**src/rtl/dcache_mem_port_pkg.sv**
```systemverilog
// Shared encodings for the data-cache memory port: request sizes, FSM states
// and the IO-region selector value.
package dcache_mem_port_pkg;

   typedef enum logic [1:0] {
      ACC_NONE = 2'b00,
      ACC_BYTE = 2'b01,
      ACC_HALF = 2'b10,
      ACC_WORD = 2'b11
   } accessTypeT;

   typedef enum logic [1:0] {
      ST_IDLE = 2'b00,
      ST_RD   = 2'b01,
      ST_WR   = 2'b10
   } stateT;

   // Address selector value that marks the IO region.
   localparam logic [1:0] IO_SEL = 2'b11;

   // Number of bus bytes moved for a request size (0 for no request).
   function automatic logic [2:0] bytes_of(input logic [1:0] accessType);
      case (accessType)
         ACC_BYTE: bytes_of = 3'd1;
         ACC_HALF: bytes_of = 3'd2;
         ACC_WORD: bytes_of = 3'd4;
         default:  bytes_of = 3'd0;
      endcase
   endfunction

endpackage

```
**src/rtl/dcache_mem_port.sv**
```systemverilog
// Data-cache memory port: takes one byte/half/word request at a time from the
// load/store buffer and serializes it onto the byte-wide RAM/IO bus.
module dcache_mem_port
   import dcache_mem_port_pkg::*;
#(
   parameter int ADDR_WIDTH = 32,
   parameter int IO_SEL_LSB = 16
) (
   input  logic                  clockIn,
   input  logic                  resetIn,
   input  logic [1:0]            accessType,
   input  logic                  readWriteIn,
   input  logic [ADDR_WIDTH-1:0] dataAddr,
   input  logic [31:0]           dataIn,
   output logic                  dataValid,
   output logic [31:0]           dataOut,
   output logic                  dataWriteSuc,
   output logic                  busy,
   input  logic [7:0]            memIn,
   output logic [7:0]            memOut,
   output logic [ADDR_WIDTH-1:0] memAddr,
   output logic                  memWr,
   input  logic                  ioBufferFull
);

   stateT                 state;
   logic [ADDR_WIDTH-1:0] addrLatch;
   logic [31:0]           dataLatch;
   logic [31:0]           rdAssembly;
   logic [2:0]            byteCount;
   logic [2:0]            step;
   logic                  isIo;

   logic                  reqIo;
   logic [2:0]            capIdx;
   logic [31:0]           capWord;
   logic [31:0]           wrShift;

   // Request address falls in the IO region.
   assign reqIo   = (dataAddr[IO_SEL_LSB+1:IO_SEL_LSB] == IO_SEL);
   // In RD, memIn carries the byte addressed two edges earlier.
   assign capIdx  = step - 3'd2;
   assign capWord = 32'(memIn) << {capIdx, 3'b000};
   // In WR, the byte to send next sits at the bottom of this shift.
   assign wrShift = dataLatch >> {step, 3'b000};

   // Single request FSM with all bus and handshake outputs registered.
   always_ff @(posedge clockIn or negedge resetIn) begin
      if (!resetIn) begin
         state        <= ST_IDLE;
         busy         <= 1'b0;
         dataValid    <= 1'b0;
         dataWriteSuc <= 1'b0;
         dataOut      <= '0;
         memWr        <= 1'b0;
         memOut       <= '0;
         memAddr      <= '0;
         addrLatch    <= '0;
         dataLatch    <= '0;
         rdAssembly   <= '0;
         byteCount    <= '0;
         step         <= '0;
         isIo         <= 1'b0;
      end else begin
         // NOTE: non-blocking throughout so every branch sees pre-edge state.
         dataValid    <= 1'b0;
         dataWriteSuc <= 1'b0;
         unique case (state)
            ST_IDLE: begin
               memWr <= 1'b0;
               if (accessType != ACC_NONE) begin
                  addrLatch  <= dataAddr;
                  dataLatch  <= dataIn;
                  byteCount  <= bytes_of(accessType);
                  isIo       <= reqIo;
                  rdAssembly <= '0;
                  busy       <= 1'b1;
                  if (readWriteIn) begin
                     // Byte 0 address goes out on the accept edge itself.
                     state   <= ST_RD;
                     memAddr <= dataAddr;
                     step    <= 3'd1;
                  end else if (reqIo && ioBufferFull) begin
                     state <= ST_WR;
                     step  <= 3'd0;
                  end else begin
                     state   <= ST_WR;
                     memAddr <= dataAddr;
                     memOut  <= dataIn[7:0];
                     memWr   <= 1'b1;
                     step    <= 3'd1;
                  end
               end
            end

            ST_RD: begin
               if (step < byteCount) begin
                  memAddr <= addrLatch + ADDR_WIDTH'(step);
               end
               if (step == byteCount + 3'd1) begin
                  dataOut   <= rdAssembly | capWord;
                  dataValid <= 1'b1;
                  busy      <= 1'b0;
                  state     <= ST_IDLE;
               end else if (step >= 3'd2) begin
                  rdAssembly <= rdAssembly | capWord;
               end
               step <= step + 3'd1;
            end

            ST_WR: begin
               if (step == byteCount) begin
                  memWr        <= 1'b0;
                  dataWriteSuc <= 1'b1;
                  busy         <= 1'b0;
                  state        <= ST_IDLE;
               end else if (isIo && ioBufferFull) begin
                  // IO sink full: hold the byte index and retry next cycle.
                  memWr <= 1'b0;
               end else begin
                  memAddr <= addrLatch + ADDR_WIDTH'(step);
                  memOut  <= wrShift[7:0];
                  memWr   <= 1'b1;
                  step    <= step + 3'd1;
               end
            end

            default: begin
               state <= ST_IDLE;
               busy  <= 1'b0;
               memWr <= 1'b0;
            end
         endcase
      end
   end

endmodule

```
**config.mk**
```make
export PLATFORM = sky130hd
export DESIGN_NAME = dcache_mem_port
export DESIGN_NICKNAME = d
export VERILOG_FILES = /design/src/rtl/dcache_mem_port_pkg.sv /design/src/rtl/dcache_mem_port.sv
export SDC_FILE = /design/constraint.sdc
export NUM_CORES = 1
export LEC_CHECK = 0
export CAP_MARGIN = 10
export CORE_ASPECT_RATIO = 1.75
export CORE_MARGIN = 2
export CORE_UTILIZATION = 54
export CTS_BUF_LIST = sky130_fd_sc_hd__clkbuf_16
export CTS_CLUSTER_SIZE = 12
export DETAILED_ROUTE_END_ITERATION = 12
export GPL_TIMING_DRIVEN = 0
export MAX_ROUTING_LAYER = met4
export PLACE_DENSITY = 0.8
export SYNTH_ARGS = -nofsm -noshare
export SYNTH_HDL_FRONTEND = slang
export SYNTH_SLANG_ARGS = --single-unit
```
**constraint.sdc**
```tcl
create_clock -name clockIn -period 7.7 [get_ports clockIn]
set_clock_uncertainty 0.2 [all_clocks]
set_input_delay 1.925 -clock clockIn [delete_from_list [all_inputs] [get_ports clockIn]]
set_output_delay 1.925 -clock clockIn [all_outputs]
set_load 0.02 [all_outputs]
```
**Yosys cells after proc, flatten, opt, wreduce, memory -nomap -nowiden**

Cells that the tools add are included.

- Multiplexer cells: 43
- Reductions and logical operators: 14
- $add $sub $neg: 4
- Shift operators: 2
- Magnitude comparators: 2
- Bitwise operators: 1
- Equality and inequality tests: 19

Operators by type and width:

| operator | number |
|---|---|
| two-way mux 32 bit | 9 |
| one-hot mux 32 bit (3 select lines) | 1 |
| one-hot mux 32 bit (2 select lines) | 1 |
| two-way mux 8 bit | 5 |
| adder 32 x 3 -> 32 bit | 1 |
| OR 32 bit | 1 |
| << shifter 8 x 6 -> 32 bit | 1 |
| >> shifter 32 x 6 -> 8 bit | 1 |
| != test 2 bit (second input constant) | 10 |
| one-hot mux 3 bit (3 select lines) | 2 |
| one-hot mux 8 bit (2 select lines) | 1 |
| two-way mux 1 bit | 14 |
| AND reduction 6 bit | 2 |
| two-way mux 3 bit | 3 |
| equality test 2 bit (second input constant) | 4 |
| two-way mux 2 bit | 4 |
| AND reduction 4 bit | 2 |
| adder 3 x 1 -> 3 bit (second input constant) | 2 |
| equality test 3 bit | 2 |
| one-hot mux 1 bit (3 select lines) | 2 |
| one-hot mux 2 bit (3 select lines) | 1 |
| nonzero test 2 bit | 3 |
| equality test 2 x 1 -> 1 bit (second input constant) | 2 |
| AND reduction 2 bit | 2 |
| other kinds (8) | 9 |

- Register bits: 181
- Output and inout port bits: 76
- Input port bits: 78

**Longest topological paths before layout**

Gate-level depths: netlist (run 1).

- Word-level depth: 6
- Depth in mapped cells: 9
- Mapped depth without buffers: 7

**Worst setup path before layout (run 1)**

OpenSTA, ideal clock, no wires.

- Path kind: input to register
- Start point: input port ioBufferFull
- End point: register memAddr[31]
- Path slack: 3.921 ns
- Data arrival time: 3.510 ns
- Buffers on the path: 0
- Required time: 7.431 ns
- Cell stages on the path: 5
- Cells stage by stage: and3_1 -> or4_4 -> or3_1 -> or4_1 -> nand3_1

- Longest elaborated chain between the ends: 3
- Elaborated cells on any way between the ends: 5
- Those cells by class: eq/ne: 2; reduce/logical: 3

Ends and longest elaborated chain:

| what | line | RTL |
|---|---|---|
| start: declaration | dcache_mem_port.sv:23 | `input logic ioBufferFull` |
| logical AND 1 bit, on equally long branches | dcache_mem_port.sv:83, dcache_mem_port.sv:117 |  |
| != test 3 bit (no source line) or != test 2 bit (tied branches) | - |  |
| AND reduction 6 bit (no source line) * | - |  |
| end signal: assignment | dcache_mem_port.sv:81 | `memAddr <= dataAddr;` |
| end signal: assignment | dcache_mem_port.sv:88 | `memAddr <= dataAddr;` |
| end signal: assignment | dcache_mem_port.sv:98 | `memAddr <= addrLatch + ADDR_WIDTH'(step);` |
| end: declaration | dcache_mem_port.sv:21 | `output logic [ADDR_WIDTH-1:0] memAddr,` |

Mark *: on every way between the ends. The rest lies on a longest branch, timed or not.
A chain may end at the register's enable or synchronous reset.

**Worst setup path after layout (run 1)**

- Start point: input port accessType[0]
- End point: register memAddr[21]

- Longest elaborated chain between the ends: 3

Ends and longest elaborated chain:

| what | line | RTL |
|---|---|---|
| start: declaration | dcache_mem_port.sv:11 | `input logic [1:0] accessType,` |
| nonzero test 2 bit | dcache_mem_port.sv:71 | `if (accessType != ACC_NONE) begin` |
| != test 2 bit (no source line) | - |  |
| AND reduction 6 bit (no source line) | - |  |

No other way between the ends.

==> summary.txt, run 1 <==
outcome -> finished, final reports clean
hold crit path type -> flip-flop to flip-flop
Antenna Nets Post-Route -> 0
worst hold slack -> 279 ps
f_max -> 220 MHz
Netlist cell types -> 51
I/O Pins -> 154
core area -> 15300 sq um
initial antenna violation count -> 1
sequential power share -> 34.6%
Die W -> 98.2 um
die span in y -> 169 um
cell count after synthesis -> 788
final setup fails -> 0
fillers -> 1180
RSZ-0062 raised after global routing -> false
post-CTS setup buffers -> 0
CTS buffer count -> 17
Residual DRC -> 0
drt first pass iters -> 5
Pleak -> 4.56 nW
crit path DAT -> 4680 ps
DP Wirelength -> 16.7 mm
Fin. Hold Viols -> 0
FF-to-FF Start -> step[1]
R2R depth -> 7
worst-case clock buffer depth -> 2
synthesized cell area -> 8380 sq um
vias per inst -> 5.91
die area -> 16600 sq um
Slew Viols, Final -> 0
CP required -> 7850 ps
CTS Root Cell -> clkbuf_16
CTS resizes -> 0
overall routing resource usage -> 29.2%
Gate power share -> 47.2%
synthesized flop and latch total -> 181
fraction of power spent switching nets -> 40.7%
CP startpoint kind -> input pin
initial core utilization -> 54.7%
Hold Path Cell Cnt -> 2
Hold Crit Start -> dataOut[3]
yosys warns -> 0
R2R setup slack -> 4290 ps
CTS Hold Bufs -> 0
pwr/cell area -> 447 nW/um^2
area delta synth->final -> 27.6%
via count -> 6817
Least-Margin Pin Slew -> 1240 ps
first-pass GRT wire length -> 36.6 mm
Peak VDD IR -> 0.000295 V
Clk Latency, worst-skew pair -> 430 ps
sequential area share after synthesis -> 54.0%
Psw -> 1.95 mW
routed wire length -> 22.9 mm
row count -> 60
Setup CP Type -> input pin to flip-flop
Internal -> 2.83 mW
CP endpoint kind -> flip-flop
largest net degree at the start of global routing -> 111
H-tree depth -> 4
Util after Layout -> 69.8%
r2r endpoint -> memAddr[21]
Port Buf Inserts -> 145
Sink Count -> 181
CP Max Fanout -> 10
Final GP Congestion -> 0.985
drt wl/cell -> 19.8 um
Reg clk slew, reported paths -> 70 ps
detailed router's first-iteration violation count -> 390
Layout Nets -> 1046
WHS Endpoint -> dataOut[3]
layout cells sized above 1 -> 12.5%
total design power -> 4.78 mW
CTS tree -> done
Final period util -> 58.9%
Slew HR -> 16.6%
Synth Area per Inst -> 10.6 sq um
min cycle time layout -> 4540 ps
clock network power share -> 18.2%
max-cap violation count -> 0
Net Count, Synth -> 881
number of global-route vias before repair -> 7025
GRT overflow -> 0
-- layout by cell type (no fill, tap or decap), types with 10 or more instances in the layout --
| cell | n |
|---|---|
| mux2_2 | 66 |
| clkdlybuf4s50_1 | 144 |
| inv_1 | 28 |
| xor2_1 | 21 |
| nor2_1 | 42 |
| o21ai_0 | 64 |
| dfrtp_1 | 181 |
| a21oi_1 | 64 |
| clkbuf_16 | 17 |
| nand4_1 | 10 |
| nand2_1 | 99 |
| ha_1 | 14 |
| o22ai_1 | 12 |
| a22o_1 | 10 |
| clkbuf_1 | 34 |
| nand3_1 | 27 |
-- worst max-delay path, cell delays in order --
cell and delay, ps:
clkdlybuf4s50_1 590, nor3b_1 160, or4_4 540, nor3_2 690
nand2_2 290, buf_2 290, o211ai_1 200
-- registers in the layout, indices dropped and copies added (netlist names) --
name,flops
addrLatch,32
dataLatch,32
dataOut,32
memAddr,32
rdAssembly,32
memOut,8
byteCount,3
step,3
state,2
busy,1
dataValid,1
dataWriteSuc,1
isIo,1
memWr,1
-- cells in the mapped netlist, drive strengths merged --
library cell,n,area (sq um)
xor2,21,184
o311ai,1,8.76
a31o,2,17.5
nor2b,3,18.8
and2,2,12.5
inv,28,105
xnor2,6,52.6
or3,2,12.5
buf,11,48.8
fa,1,20.0
o22ai,12,75.1
nand3,27,135
dfrtp,181,4530
nor2,42,158
nor4b,1,8.76
nor3,6,35.0
a211oi,4,30.0
or4,2,18.8
a311oi,1,8.76
a22o,10,87.6
nand4,10,62.6
and4,3,28.8
nand2,100,378
o2111ai,1,8.76
o221ai,6,52.6
ha,14,175
nor3b,4,35.0
mux2,66,743
a31oi,8,50.1
nand2b,5,31.3
mux2i,8,80.1
clkbuf,34,128
nor4,5,37.5
a21oi,64,320
o31a,1,8.76
a21o,3,22.5
mux4,8,180
xnor3,1,22.5
o31ai,1,7.51
clkinv,1,3.75
and3,8,50.1
o211ai,8,60.1
o21ai,66,330
-- power by group through the flow --
stage	Sequential (mW)	Combinational (mW)	Clock, mW
floorplan	1.82	1.20	0
global placement	1.64	2.18	0
detailed placement	1.66	2.24	0
CTS	1.65	2.26	0.880
global route	1.70	2.45	0.920
finish	1.66	2.25	0.870
-- cells by family after synthesis --
| kind of cell | share of synthesized area, % |
|---|---|
| xor+xnor | 3.09 |
| buf+inv | 3.40 |
| fa+ha+maj | 2.33 |
| mux | 12.0 |
| compound gates | 13.0 |
| flops | 54.0 |
| simple gates | 12.2 |
-- metrics by stage --
| stage | TNS, ps | instance area, sq um | setup WS, ps | std cells |
|---|---|---|---|---|
| floorplan | 0 | 8380 | 3920 | 788 |
| global placement | -516770 | 10100 | -2870 | 1119 |
| detailed placement | 0 | 10100 | 2770 | 1120 |
| CTS | 0 | 10700 | 3210 | 1152 |
| global route | 0 | 10700 | 3030 | 1153 |
| finish | 0 | 10700 | 3160 | 1154 |
-- area by class of cell --
class	instances	area [sq um]	area share, %
buffer	45	176	1.65
tap	186	233	2.18
clock inverter	15	164	1.53
antenna	2	5.00	0.0468
clock buffer	17	425	3.98
sequential	181	4530	42.4
multi-input combinational	533	3570	33.4
inverter	29	109	1.02
timing repair buffer	146	1480	13.9
-- how the worst max path moves through the flow --
stage                              from            end  slack [ps]  cells past startpoint
after global routing      accessType[0]    memAddr[25]        3030                      7
after CTS                 accessType[0]    memAddr[21]        3210                      7
after floorplan            ioBufferFull    memAddr[31]        3920                      5
final                     accessType[0]    memAddr[21]        3160                      7
after detailed placement  accessType[1]    memAddr[21]        2770                      7
after global placement          resetIn  dataLatch[31]       -2870                      1
-- per-layer routing --
| metal | up-vias | part of all wire, % | GRT usage (%) |
|---|---|---|---|
| li1 | 3122 | - | - |
| met1 | 3379 | 35 | 30.4 |
| met2 | 248 | 56 | 52.5 |
| met3 | 68 | 4.2 | 4.67 |
| met4 | 0 | 4.7 | 15.2 |
| met5 | - | 0 | - |
Power figures use the tool's default switching activity.
==> run 2, diff against run 1 <==
- CORE_UTILIZATION: 54 -> 48
- PLACE_DENSITY: 0.8 -> 0.75
- clock period: 7.7 -> 3.9 ns (I/O delays scaled with it)
==> summary.txt, run 2 (same netlist as run 1, synthesis figures left out) <==
CTS buffer count -> 17 (unchanged)
first-pass GRT wire length -> 35.3 mm (-3.6%)
Setup crit end -> memAddr[22]
post-CTS setup buffers -> 0 (unchanged)
H-tree depth -> 4 (unchanged)
Final GP Congestion -> 0.896 (-9.1%)
overall routing resource usage -> 25.2% (-4.0 points)
final setup fails -> 0 (unchanged)
CTS resizes -> 0 (unchanged)
Multi-input gate area -> 3570 sq um (unchanged)
Layout Nets -> 1046 (unchanged)
CP required -> 4040 ps (-3810 ps)
FF-to-FF Start -> step[1]
Pleak -> 4.56 nW (about the same)
r2r endpoint -> memAddr[22]
Final period util -> 92.1%
GRT overflow -> 0 (unchanged)
initial core utilization -> 48.5% (-6.3 points)
commonest non-fill, non-tap cells in the layout -> dfrtp_1 (181), clkdlybuf4s50_1 (144), nand2_1 (99)
CP startpoint kind -> input pin
DP Cell Count -> 1165 (+4.0%)
R2R depth -> 7 (unchanged)
I/O Pins -> 154 (unchanged)
layout cells sized above 1 -> 12.2% (-0.31 points)
min cycle time layout -> 3590 ps
drt first pass iters -> 5 (unchanged)
critical path launch point -> accessType[0]
area delta synth->final -> 28.1%
via count -> 6719 (-1.4%)
Sink Count -> 181 (unchanged)
Setup CP Type -> input pin to flip-flop
die span in y -> 179 um (+5.9%)
vias per inst -> 5.60 (-5.1%)
Die W -> 104 um (+5.8%)
Slew HR -> 20.1% (+3.5 points)
outcome -> finished, final reports clean
row count -> 64 (+6.7%)
CP endpoint kind -> flip-flop
crit path DAT -> 3730 ps (-950 ps)
die area -> 18600 sq um (+12%)
sum of negative setup slack -> 0 ps (unchanged)
count of non-filler cells in the finished layout -> 1199 (+3.9%)
Port Buf Inserts -> 145 (unchanged)
Residual DRC -> 0 (unchanged)
fillers -> 1450 (+23%)
Slew Viols, Final -> 0 (unchanged)
Antenna Nets Post-Route -> 0 (unchanged)
initial antenna violation count -> 2 (+1)
register area -> 4530 sq um (unchanged)
largest net degree at the start of global routing -> 99 (-11%)
CTS Root Cell -> clkbuf_16
pwr/cell area -> 876 nW/um^2 (+96%)
hold crit path type -> flip-flop to flip-flop
core area -> 17300 sq um (+13%)
worst-case clock buffer depth -> 2 (unchanged)
f_max -> 279 MHz
Reg clk slew, reported paths -> 70 ps (about the same)
Fin. Hold Viols -> 0 (unchanged)
commonest non-fill, non-tap cell in the layout -> dfrtp_1
CTS Hold Bufs -> 0 (unchanged)
drt wl/cell -> 18.7 um (-5.7%)
number of global-route vias before repair -> 6931 (-1.3%)
R2R setup slack -> 530 ps (-3760 ps)
DP Wirelength -> 16.5 mm (-1.4%)
Clk Latency, worst-skew pair -> 430 ps (about the same)
routed wire length -> 22.4 mm (-2.0%)
CTS tree -> done
RSZ-0062 raised after global routing -> false
Peak VDD IR -> 0.000462 V (+57%)
Least-Margin Pin Slew -> 1190 ps (-51.9 ps)
Hold Crit Start -> memAddr[0]
detailed router's first-iteration violation count -> 321 (-18%)
CP Max Fanout -> 10 (unchanged)
max-cap violation count -> 0 (unchanged)
run 2: critical path, cell delays in order:
cell	delay [ps]
clkdlybuf4s50_1	600
nor3b_1	160
or4_4	530
nor3_2	650
nand2_2	300
buf_2	290
o211ai_1	200
run 2: layout make-up:
| cell class | count | share of cell area [%] |
|---|---|---|
| well taps | 231 | 2.69 |
| repair buffers | 146 | 13.8 |
| inverters | 29 | 1.01 |
| plain buffers | 45 | 1.64 |
| clock inverters | 15 | 1.44 |
| flip-flops and latches | 181 | 42.2 |
| diodes | 2 | 0.0466 |
| clock buffers | 17 | 3.96 |
| multi-input cells | 533 | 33.2 |
run 2: worst min path at each step:
stage | to | slack [ps] | cells past startpoint
after global routing | dataOut[2] | 300 | 2
after detailed placement | dataOut[10] | 270 | 2
after global placement | dataOut[22] | 260 | 2
after CTS | dataOut[10] | 280 | 2
after floorplan | dataLatch[0] | 250 | 2
final | memAddr[0] | 280 | 2
run 2: report_power, final:
part | internal [mW] | switching, mW | total, mW | leakage [nW]
Clock | 0.953 | 0.787 | 1.74 | 0.289
Sequential | 2.69 | 0.560 | 3.25 | 2.26
Combinational | 1.99 | 2.43 | 4.42 | 2.01
Total | 5.63 | 3.78 | 9.41 | 4.56
run 2: through the flow:
stage	cell area [sq um]	power, mW	worst slack (ps)	utilization (%)	hold WS (ps)
after CTS	10700	9.44	337	62.1	285
after detailed placement	10200	7.68	-102	58.7	269
after floorplan	8380	5.97	1070	-	245
after global placement	10100	7.57	-5860	58.5	260
final	10700	9.41	310	62.1	279
after global routing	10700	9.98	214	62.1	304
run 2: routing by layer:
metal	up-vias	global-route usage, %	share of wire [%]
li1	3121	-	-
met1	3305	26.5	37
met2	234	45.3	54
met3	59	4.00	4.8
met4	0	13.7	4.4
met5	-	-	0
==> RTL edit 1: new RTL, settings of run 2 <==
The 3 states of `stateT` get a one-hot encoding in 3 bits.
--- a/src/rtl/dcache_mem_port_pkg.sv
+++ b/src/rtl/dcache_mem_port_pkg.sv
@@ -11,6 +11,6 @@
 
-   typedef enum logic [1:0] {
-      ST_IDLE = 2'b00,
-      ST_RD   = 2'b01,
-      ST_WR   = 2'b10
+   typedef enum logic [2:0] {
+      ST_IDLE = 3'b001,
+      ST_RD   = 3'b010,
+      ST_WR   = 3'b100
    } stateT;
Behaviour: same outputs for any inputs over 4 cycles, from zero or initial values and one cycle with resetIn low; so few cycles prove little.
==> RTL edit 1 against run 2 <==
Design area rose by 2.6%. Non-clock buffer count grew 24. Routed wire length grew 5.1%. Clock power shrank 5%. Power decreased by 0.63%. Critical path type unchanged. Cell count rose by 12%. Maximum frequency is 13% higher. Highest routed layer unchanged. Count of clock-buffer cells in the layout stayed put. Sequential cell count up 1. Area after synthesis grew 3.6%. Via count rose by 11%. Setup slack gained 0.40 ns.
==> RTL edit 1: results (changes against run 2) <==
Most frequent cells after synthesis: 264 x sky130_fd_sc_hd__nand2_1, 181 x sky130_fd_sc_hd__dfrtp_1, 61 x sky130_fd_sc_hd__o21ai_0 (was 181 x sky130_fd_sc_hd__dfrtp_1, 99 x sky130_fd_sc_hd__nand2_1, 66 x sky130_fd_sc_hd__mux2_2). The number of nets in the layout is 1181 (was 1046). The pin count of the biggest net entering global routing was 113 (was 99). The initial antenna violation count came out at 0 (was 2). The count of vias placed by the detailed router is 7481 (was 6719). The uppermost signal routing layer after detailed routing is met4 (unchanged). The critical-path maximum fanout came out at 10 (unchanged). The global-route wire length before repair came out at 39000 um (was 35300 um).

The worst voltage drop across the vdd grid is 0.389 mV (was 0.462 mV). The initial DRC count came out at 419 (was 321). The wire length on met3 came out at 945 um (was 1070 um). The sequential cell area fraction in the yosys report was 0.525 (was 0.540). The quantity of gates resized following cts is 0 (unchanged). The leakage dissipation was 0.00490 uW (was 0.00456 uW). Result of the run: finished, final reports clean (unchanged). The worst setup path startpoint is ioBufferFull (was accessType[0]). The arrival time of the worst setup path is 3.30 ns (was 3.73 ns). The detailed-route wire length is 23600 um (was 22400 um). The most frequent standard cell in the layout excluding fill and tap cells is sky130_fd_sc_hd__nand2_1 (was sky130_fd_sc_hd__dfrtp_1). Main area contributors after synthesis: sky130_fd_sc_hd__dfrtp_1 52%, sky130_fd_sc_hd__nand2_1 11%, sky130_fd_sc_hd__o21ai_0 3.5% (was sky130_fd_sc_hd__dfrtp_1 54%, sky130_fd_sc_hd__mux2_2 8.9%, sky130_fd_sc_hd__nand2_1 4.4%). The startpoint of the worst-slack reg-to-reg timing path is step[0] (was step[1]). The number of nets produced by synthesis is 1016 (was 881).

The number of cells produced by synthesis came out at 927 (was 788). The count of inserted antenna diode cells is 0 (was 2). The via count of the first global-routing pass is 7690 (was 6931). The share of final-layout standard cells stronger than drive strength 1 is 0.0824 (was 0.122). The final-layout fill cell count came out at 1538 (was 1450). The launch instance of the worst min-delay path is dataOut[20] (was memAddr[0]). The half-perimeter wire length after placement was 17600 um (was 16500 um). The final-report hold violation count is 0 (unchanged). The global router's overall resource usage came out at 0.265 (was 0.252). The met2 wirelength from detailed routing came out at 12900 um (was 12100 um). The normalized max-slew margin is 0.503 (was 0.201).
[RTL edit 1: power breakdown]
| group | leakage, uW | switching [uW] | internal, uW |
|---|---|---|---|
| logic | 0.00239 | 2490 | 1920 |
| clock network | 0.000271 | 806 | 842 |
| registers | 0.00224 | 582 | 2700 |
| total | 0.00490 | 3880 | 5460 |
[RTL edit 1: final cells by class]
class                           count  area share
Clock buffer                       17      0.0386
Sequential cell                   182       0.414
Timing Repair Buffer              146       0.135
Multi-Input combinational cell    665       0.342
Clock inverter                     14      0.0119
Inverter                           11     0.00375
Tap cell                          234      0.0266
Buffer                             69      0.0286
[RTL edit 1: cells by family after synthesis]
logic type,Yosys count,synth area share
buf+inv,80,0.0411
fa+ha+maj,11,0.0167
xor+xnor,19,0.0209
flops,182,0.525
compound gates,209,0.148
simple gates,398,0.202
mux,28,0.0467
[RTL edit 1: critical path, stage by stage]
cell and delay [ns]:
sky130_fd_sc_hd__clkdlybuf4s50_1 0.48, sky130_fd_sc_hd__and3_1 0.26, sky130_fd_sc_hd__nor2b_1 0.18, sky130_fd_sc_hd__and2_1 0.17
sky130_fd_sc_hd__clkbuf_1 0.22, sky130_fd_sc_hd__nor3_4 0.40, sky130_fd_sc_hd__buf_4 0.26, sky130_fd_sc_hd__mux2_2 0.35
[RTL edit 1: routing by layer]
layer	up-vias	global-route usage
li1	3546	-
met1	3637	0.288
met5	-	-
met3	51	0.0470
met2	247	0.469
met4	0	0.117
[RTL edit 1: stage by stage]
step,utilization,setup slack [ns],TNS (ns),total power [uW],area (um2)
2_1_floorplan,-,1.18,0,5990,8680
3_3_place_gp,0.583,-5.93,-1073.69,7590,10400
3_5_place_dp,0.585,0.303,0,7710,10500
4_1_cts,0.616,0.728,0,9390,11000
5_1_grt,0.616,0.617,0,10000,11000
6_report,0.616,0.714,0,9350,11000
[RTL edit 1: final timing paths]
kind | to | slack [ns] | cells after the start
max | memAddr[12] | 0.71 | 8
min | dataOut[20] | 0.28 | 2
max reg2reg | memAddr[10] | 0.72 | 9
min reg2reg | dataOut[20] | 0.28 | 2
max in group asynchronous | dataOut[9] | 2.24 | 2
min in group asynchronous | memAddr[5] | 0.29 | 1
==> RTL edit 2: new RTL, flow settings as in run 2 <==
Made on the original files. Make the reset (`resetIn`) synchronous in one clocked block.
--- a/src/rtl/dcache_mem_port.sv
+++ b/src/rtl/dcache_mem_port.sv
@@ -47,3 +47,3 @@
    // Single request FSM with all bus and handshake outputs registered.
-   always_ff @(posedge clockIn or negedge resetIn) begin
+   always_ff @(posedge clockIn) begin
       if (!resetIn) begin
Function: differs if resetIn is asserted again (counterexample within 4 cycles, from zero or initial values and one cycle with resetIn low); with resetIn held inactive, the same outputs for 4 cycles.
==> RTL edit 2 against run 2 <==
Power shrank 32%. Utilization grew 0.99 points. Cell count grew 14%. Count of clock-buffer cells in the layout is the same. Global-route usage grew 2.7 points. Via count grew 12%. Setup slack gained 0.21 ns. Critical endpoint is now memAddr[15]. Sequential share of layout area shrank 7.1 points. Sequential cell count is the same. Area after synthesis shrank 4.3%. Worst hold slack lost 0.024 ns. Design area shrank 3.9%. Routed wire length grew 5.9%.
==> RTL edit 2: results (changes against run 2) <==
The initial antenna violation count is 0 (was 2). The sequential cell area fraction in the yosys report came out at 0.452 (was 0.540). The final-layout fill cell count was 1462 (was 1450). The count of inserted antenna diode cells came out at 0 (was 2). The placer congestion estimate came to 0.953 (was 0.896). The pin count of the biggest net entering global routing was 20 (was 99). The number of CTS-inserted buffers is 17 (unchanged). The number of different library cells in the post-synthesis netlist was 56 (was 51). The share of final-layout standard cells stronger than drive strength 1 is 0.0562 (was 0.122). Main area contributors after synthesis: sky130_fd_sc_hd__dfxtp_1 45%, sky130_fd_sc_hd__a21oi_1 9.9%, sky130_fd_sc_hd__nand2_1 7.7% (was sky130_fd_sc_hd__dfrtp_1 54%, sky130_fd_sc_hd__mux2_2 8.9%, sky130_fd_sc_hd__nand2_1 4.4%). The fraction of synthesis flops using an asynchronous set or reset pin came out at 0 (was 1.00). The placement-stage worst setup slack came to 0.198 ns (was -0.102 ns). The leakage dissipation is 0.00369 uW (was 0.00456 uW). The number of nets in the layout is 1218 (was 1046). The slew at the pin closest to its max-slew limit is 0.950 ns (was 1.19 ns).

The worst voltage drop across the vdd grid came to 0.337 mV (was 0.462 mV). The global-route wire length before repair came out at 37400 um (was 35300 um). The detailed-route vias per instance is 5.54 (was 5.60). The number of nets produced by synthesis was 1055 (was 881).

The clock root buffer is sky130_fd_sc_hd__clkbuf_16 (unchanged). Most frequent cells after synthesis: 181 x sky130_fd_sc_hd__dfxtp_1, 164 x sky130_fd_sc_hd__nand2_1, 159 x sky130_fd_sc_hd__a21oi_1 (was 181 x sky130_fd_sc_hd__dfrtp_1, 99 x sky130_fd_sc_hd__nand2_1, 66 x sky130_fd_sc_hd__mux2_2). The dominant cell by count in the synthesized netlist is sky130_fd_sc_hd__dfxtp_1 (was sky130_fd_sc_hd__dfrtp_1). The initial DRC count is 333 (was 321). The detail-routed net length per standard cell is 17.4 um (was 18.7 um). The global router's overall resource usage is 0.279 (was 0.252).

The number of buffer cells added on primary ports is 144 (was 145). Result of the run: finished, final reports clean (unchanged). The arrival time of the worst setup path is 3.53 ns (was 3.73 ns). The via count of the first global-routing pass came out at 7301 (was 6931). The half-perimeter wire length after placement is 18100 um (was 16500 um). The number of detailed-routing iterations run before antenna repair came out at 6 (was 5).
## RTL edit 2: cell count changes after synthesis, sizes merged, moves of 10 or more
cell / run 2 / this run
dfrtp: 181 / 0
dfxtp: 0 / 181
a21oi: 64 / 159
mux2: 66 / 0
nand2: 100 / 164
nor2: 42 / 98
o21ai: 66 / 15
a211oi: 4 / 47
buf: 11 / 29
inv: 28 / 11
nor2b: 3 / 20
clkbuf: 34 / 45
a22o: 10 / 0
## RTL edit 2: through the flow
step	area [um2]	std cells
4_1_cts	10300	1362
3_5_place_dp	9740	1330
3_3_place_gp	9740	1330
6_report	10300	1362
5_1_grt	10300	1362
2_1_floorplan	8020	962
## RTL edit 2: area by class of cell
| type | instances | area share |
|---|---|---|
| multi-input cells | 695 | 0.391 |
| clock buffers | 17 | 0.0412 |
| inverters | 12 | 0.00436 |
| flip-flops and latches | 181 | 0.351 |
| well taps | 224 | 0.0271 |
| clock inverters | 15 | 0.0156 |
| repair buffers | 144 | 0.140 |
| plain buffers | 74 | 0.0304 |
## RTL edit 2: cells by family after synthesis
group | after synthesis | share of synthesized area
AND/OR/NAND/NOR | 364 | 0.210
AO/OA/AOI/OAI | 267 | 0.198
flip-flops | 181 | 0.452
buffers and inverters | 86 | 0.0448
XOR/XNOR | 29 | 0.0335
adder cells (fa/ha/maj) | 15 | 0.0243
multiplexers | 20 | 0.0374
## RTL edit 2: final timing paths
check / startpoint / end / slack [ns] / depth (start not counted)
max: step[0] / memAddr[15] / 0.52 / 8
min: dataLatch[16] / dataLatch[16] / 0.26 / 2
max reg2reg: step[0] / memAddr[15] / 0.52 / 8
min reg2reg: dataLatch[16] / dataLatch[16] / 0.26 / 2
## RTL edit 2: report_power, final
group          internal [uW]  switching [uW]
clock                    861             830
combinational            921            1380
sequential              2160             216
total                   3940            2430
## RTL edit 2: metal layers
layer	part of all wire	vias to the layer above	global-route usage	wire length [um]
met2	0.54	254	0.507	12900
met4	0.044	0	0.133	1050
li1	-	3702	-	-
met3	0.040	66	0.0444	942
met5	0	-	-	0
met1	0.37	3530	0.283	8830
## RTL edit 2: critical path, stage by stage (launching register included)
cell                       delay, ns
sky130_fd_sc_hd__dfxtp_1        0.38
sky130_fd_sc_hd__clkbuf_1       0.31
sky130_fd_sc_hd__inv_1          0.20
sky130_fd_sc_hd__ha_1           0.40
sky130_fd_sc_hd__nand4_1        0.13
sky130_fd_sc_hd__nand4b_1       0.16
sky130_fd_sc_hd__nor3_1         0.62
sky130_fd_sc_hd__nand3_1        0.57
sky130_fd_sc_hd__o211ai_1       0.34
